### config.mk
export PLATFORM = sky130hd
export DESIGN_NAME = reg_trace_buf
export DESIGN_NICKNAME = d
export VERILOG_FILES = /design/src/rtl/reg_trace_buf.sv
export SDC_FILE = /design/constraint.sdc
export NUM_CORES = 2
export LEC_CHECK = 0
export CORE_UTILIZATION = 45
export DETAILED_ROUTE_END_ITERATION = 6
export PLACE_DENSITY = 0.63
export RECOVER_POWER = 25
export SLEW_MARGIN = 20
export SYNTH_ARGS = -nofsm -noshare
export SYNTH_HDL_FRONTEND = slang
export SYNTH_SLANG_ARGS = --single-unit
### constraint.sdc
create_clock -name clk -period 5.1 [get_ports clk]
set_input_delay 1.02 -clock clk [delete_from_list [all_inputs] [get_ports clk]]
set_output_delay 1.02 -clock clk [all_outputs]
set_load 0.02 [all_outputs]
### src/rtl/reg_trace_buf.sv
// Shadow GPR file plus a sequenced write-trace ring buffer drained over a valid/ready port.
// Every architectural write gets a sequence number; writes that do not fit are dropped but still consume one.
module reg_trace_buf #(
   parameter  int DATA_WIDTH = 32,
   parameter  int ADDR_WIDTH = 5,
   parameter  int NUM_WPORTS = 2,
   parameter  int DEPTH      = 16,
   parameter  int SEQ_WIDTH  = 16,
   parameter  int ZERO_REG   = 1,
   localparam int PW         = (NUM_WPORTS > 1) ? $clog2(NUM_WPORTS) : 1,
   localparam int CW         = $clog2(DEPTH) + 1
) (
   input  logic                                  clk,
   input  logic                                  rst_n,
   input  logic [NUM_WPORTS-1:0]                 wen,
   input  logic [NUM_WPORTS*ADDR_WIDTH-1:0]      waddr,
   input  logic [NUM_WPORTS*DATA_WIDTH-1:0]      wdata,
   output logic [(1<<ADDR_WIDTH)*DATA_WIDTH-1:0] regfile,
   output logic                                  out_valid,
   input  logic                                  out_ready,
   output logic [ADDR_WIDTH-1:0]                 out_addr,
   output logic [DATA_WIDTH-1:0]                 out_data,
   output logic [PW-1:0]                         out_port,
   output logic [SEQ_WIDTH-1:0]                  out_seq,
   output logic [CW-1:0]                         count,
   output logic                                  overflow,
   input  logic                                  clr_ovf
);

   localparam int            NREGS   = 1 << ADDR_WIDTH;
   localparam int            AW      = $clog2(DEPTH);
   localparam logic [CW:0]   DEPTH_W = (CW+1)'(DEPTH);

   typedef struct packed {
      logic [ADDR_WIDTH-1:0] addr;
      logic [DATA_WIDTH-1:0] data;
      logic [PW-1:0]         port;
      logic [SEQ_WIDTH-1:0]  seq;
   } entry_t;

   logic [DATA_WIDTH-1:0] regfile_q [NREGS];
   logic [DATA_WIDTH-1:0] regfile_d [NREGS];
   entry_t                mem_q     [DEPTH];
   entry_t                mem_d     [DEPTH];
   logic [AW-1:0]         wr_ptr_q, wr_ptr_d;
   logic [AW-1:0]         rd_ptr_q, rd_ptr_d;
   logic [CW-1:0]         count_q, count_d;
   logic [SEQ_WIDTH-1:0]  seq_q, seq_d;
   logic                  ovf_q, ovf_d;

   logic                  pop;
   logic [CW:0]           free;
   logic [CW:0]           pushed;
   logic                  drop;

   // Handshake: the head entry is transferred on a cycle where out_valid and
   // out_ready are both high; while out_valid=1 and out_ready=0 the out_* payload holds.
   assign out_valid = (count_q != '0);
   assign out_addr  = mem_q[rd_ptr_q].addr;
   assign out_data  = mem_q[rd_ptr_q].data;
   assign out_port  = mem_q[rd_ptr_q].port;
   assign out_seq   = mem_q[rd_ptr_q].seq;
   assign count     = count_q;
   assign overflow  = ovf_q;

   always_comb begin
      for (int i = 0; i < NREGS; i++) begin
         regfile[i*DATA_WIDTH +: DATA_WIDTH] = regfile_q[i];
      end
   end

   always_comb begin
      pop       = out_valid & out_ready;
      free      = DEPTH_W - {1'b0, count_q} + {{CW{1'b0}}, pop};
      pushed    = '0;
      drop      = 1'b0;
      seq_d     = seq_q;
      mem_d     = mem_q;
      regfile_d = regfile_q;
      // Ascending port order gives both the seq ordering and highest-port-wins on the shadow file.
      for (int p = 0; p < NUM_WPORTS; p++) begin
         if (wen[p] && (ZERO_REG == 0 || waddr[p*ADDR_WIDTH +: ADDR_WIDTH] != '0)) begin
            regfile_d[waddr[p*ADDR_WIDTH +: ADDR_WIDTH]] = wdata[p*DATA_WIDTH +: DATA_WIDTH];
            if (pushed < free) begin
               mem_d[wr_ptr_q + pushed[AW-1:0]] = '{addr: waddr[p*ADDR_WIDTH +: ADDR_WIDTH],
                                                    data: wdata[p*DATA_WIDTH +: DATA_WIDTH],
                                                    port: PW'(p),
                                                    seq:  seq_d};
               pushed = pushed + (CW+1)'(1);
            end else begin
               drop = 1'b1;
            end
            seq_d = seq_d + SEQ_WIDTH'(1);
         end
      end
      wr_ptr_d = wr_ptr_q + pushed[AW-1:0];
      rd_ptr_d = rd_ptr_q + AW'(pop);
      count_d  = count_q + pushed[CW-1:0] - CW'(pop);
      // A drop in the same cycle as a clear leaves the flag set.
      ovf_d    = drop ? 1'b1 : (clr_ovf ? 1'b0 : ovf_q);
   end

   always_ff @(posedge clk or negedge rst_n) begin
      if (!rst_n) begin
         regfile_q <= '{default: '0};
         mem_q     <= '{default: '0};
         wr_ptr_q  <= '0;
         rd_ptr_q  <= '0;
         count_q   <= '0;
         seq_q     <= '0;
         ovf_q     <= 1'b0;
      end else begin
         regfile_q <= regfile_d;
         mem_q     <= mem_d;
         wr_ptr_q  <= wr_ptr_d;
         rd_ptr_q  <= rd_ptr_d;
         count_q   <= count_d;
         seq_q     <= seq_d;
         ovf_q     <= ovf_d;
      end
   end

endmodule

==> flow_summary_export.csv <==
group,metric,value,unit
die,die_area,221000,um^2
die,initial_utilization,45.4,%
logic_synthesis,ys_types,82,
timing,fmax,201,MHz
die,ios,1165,
timing,clock_skew,0.0640,ns
critical_path,crit_chain,"nor2b_4, buf_12, buf_4, a221oi_1, o21ai_0, nand2_1, clkdlybuf4s50_1",
critical_path,worst_ep_arrival_time,3.95,ns
routing,drt-initial-drc-count,8456,
logic_synthesis,ys_seq_elements,1918,
timing,finalSetupTns,0,ns
timing,slew_violations,98,
global_route,grt_pass1_vias,78500,
routing,firstDrtPassIters,7,
placement,dp_hpwl,282,mm
critical_path,r2r_slack,0.44,ns
outcome,violations,"DRC, capacitance limit, slew limit",
cells_and_area,syn2layout_area_growth,21.5,%
routing,vias_per_cell,6.03,
timing,fin_crit_sh,97.5,%
routing,drtAntennaViolNets,0,
cells_and_area,fin_nets,10500,
global_route,grt-ovfl-total,0,
clock_tree,cts_buffers,212,
cells_and_area,drive_above_1_share,12.4,%
global_route,grt_antenna_before_repair,25,
placement,pre_cts_ws,-0.00988,ns
logic_synthesis,synth_fp_nets,9833,
clock_tree,clkSlewWorstSetupHoldPaths,0.06,ns
timing,final.setup.worst_slack,0.126,ns
routing,drt-total-wl,429,mm
logic_synthesis,syn-instance-count,9732,
routing,drc,6,
placement,port_buffers,1164,
clock_tree,hold_buffers,0,
flow_run,drv_cap,1,
critical_path,critPathRequiredTime,4.08,ns
clock_tree,clk_latency,0.91,ns
timing,period_needed,4.97,ns
critical_path,critPathLaunchType,"flip-flop",
logic_synthesis,syn_area_per_cell,10.1,um^2
logic_synthesis,synth_edf_count,0,
die,die-height,470,um
placement,gp_congestion,0.914,
critical_path,cp_max_fo,47,
min_path,hp-class,"flip-flop to flip-flop",
routing,num_vias,80900,
die,rows,171,
cells_and_area,postLayoutCellArea,120000,um^2
clock_tree,h-tree-depth,4,
global_route,grt_usage,37.9,%
global_route,grt_pass1_wl,603,mm
cells_and_area,stdcell_count,13400,
timing,tightest_slew,4.06,ns
pwr,irDropWorstVdd,0.458,mV
logic_synthesis,netlist_area,98700,um^2
cells_and_area,fill_cells,18800,
critical_path,crit_slowest_cell,"dfrtp_4",
critical_path,slowest_delay,0.80,ns
timing,hold_violations,0,
clock_tree,clock-root-buffer,"clkbuf_16",
critical_path,path_class,"flip-flop to primary output",
clock_tree,cts_tree,"yes",
placement,dp.cells,13000,
timing,slew_headroom,-171,%
pwr,p_leak,57.6,nW
logic_synthesis,async_flop_share,100,%
logic_synthesis,synthFlopType,"dfrtp_1",
logic_synthesis,ys_seq_area_share,48.6,%
die,core_area,218000,um^2
die,die_x,470,um
clock_tree,ctsLongestPathBuffers,3,
timing,rsz0062_at_grt,"no",
logic_synthesis,yosys_warnings,0,
clock_tree,cts_sinks,1918,
routing,wl_per_cell,32.0,um
global_route,grt_max_degree,155,
critical_path,critPathCaptureType,"primary output",
pwr,power_density,585,nW/um^2
placement,place_area,113000,um^2
timing,finalSetupViolCount,0,
outcome,outcome,"finished with violations",
## routing by layer
metal  up-vias  global-route usage, %  share of wire (%)
met3      1054                   11.3                 10
met2      4308                   56.3                 44
met1     40700                   48.5                 39
met5         -                      0             0.0058
li1      34900                      -                  -
met4         4                   23.6                7.0
## kinds of logic (layout without fill, tap and decap cells)
| group | after synthesis | count (layout) | share of synthesized area [%] |
|---|---|---|---|
| muxes | 2074 | 2074 | 22.5 |
| buffers and inverters | 1150 | 1970 | 6.04 |
| and+or+nand+nor | 2275 | 2277 | 9.29 |
| xor gates and xnor gates | 39 | 39 | 0.346 |
| AOI/OAI and AO/OA | 2255 | 2255 | 12.9 |
| adders and majority gates | 21 | 21 | 0.281 |
| DFF | 1918 | 1918 | 48.6 |
| other | 0 | 11 | 0 |
## path summary, 6_finish.rpt
check                       startpoint           to  cells after the start
setup / recovery           rd_ptr_q[1]  out_data[2]                      7
min in group asynchronous        rst_n   mem_q[423]                      1
hold reg to reg             regfile[2]   regfile[2]                      0
setup reg to reg              count[2]   mem_q[210]                     24
max in group asynchronous        rst_n   mem_q[400]                      2
hold / removal              regfile[2]   regfile[2]                      0
## layout by cell type, fill, tap and decap left out, types with 24 or more instances in the layout
cell / instances
a21oi_1: 900
buf_12: 126
o21ai_1: 263
clkbuf_16: 213
nand3_1: 42
a221oi_1: 54
mux4_2: 108
dfrtp_1: 1914
mux2_2: 56
nor2_4: 25
clkbuf_8: 60
nor2_1: 1093
a22oi_1: 54
inv_1: 25
buf_4: 289
nand2_1: 955
mux2i_1: 1910
clkinv_2: 27
buf_2: 32
xnor2_1: 24
o21ai_0: 699
clkdlybuf4s50_1: 1090
clkbuf_1: 63
a21oi_2: 235
## where the power goes
group | internal [mW] | total, mW | switching [mW]
Sequential | 20.5 | 24.0 | 3.51
Clock | 9.05 | 15.9 | 6.85
Combinational | 12.9 | 30.3 | 17.4
Total | 42.4 | 70.2 | 27.7
## worst max-delay path, delay by kind of cell (launching register included)
kind | cells | cell delay (ns)
compound gates | 2 | 0.56
buf+inv | 3 | 1.16
flops | 1 | 0.80
simple gates | 2 | 0.44
## cell type report
class                   instances  area, um^2  area share (%)
clock inverters                59         773           0.645
repair buffers               1558       15900            13.2
well taps                    2854        3570            2.98
clock buffers                 328        6360            5.30
inverters                      25        93.8          0.0782
flip-flops and latches       1918       48000            40.0
multi-input cells            6666       45200            37.7
diodes                         11        27.5          0.0229
## metrics by stage
step | power (mW) | hold slack [ns] | utilization, %
floorplan | 40.5 | 0.441 | -
global placement | 53.3 | 0.364 | 51.9
detailed placement | 54.0 | 0.364 | 51.9
CTS | 69.9 | 0.163 | 55.2
global route | 72.9 | 0.382 | 55.1
finish | 70.2 | 0.374 | 55.1
## synth_stat cells (all sizes together), types with 24 or more instances
master	number	area [um^2]
a21oi	1136	6570
a221oi	55	499
a22oi	54	405
and3	27	174
buf	496	3480
clkbuf	629	2380
dfrtp	1918	48000
inv	25	93.8
mux2	56	631
mux2i	1910	19100
mux4	108	2430
nand2	972	3660
nand3	68	463
nor2	1118	4200
o21ai	964	4840
xnor2	24	210
## repair_timing
item,CTS,global route
endpoints found under the setup margin,2,7
pin swaps,0,1
resized for setup,2,0
gates cloned,0,2
setup buffers,0,0
## flip-flops by register name, indices dropped and copies added, names as in the netlist
register,flops
count,5
mem_q,864
overflow,1
rd_ptr_q,4
regfile,1024
seq_q,16
wr_ptr_q,4
(Power assumes the default switching activity.)
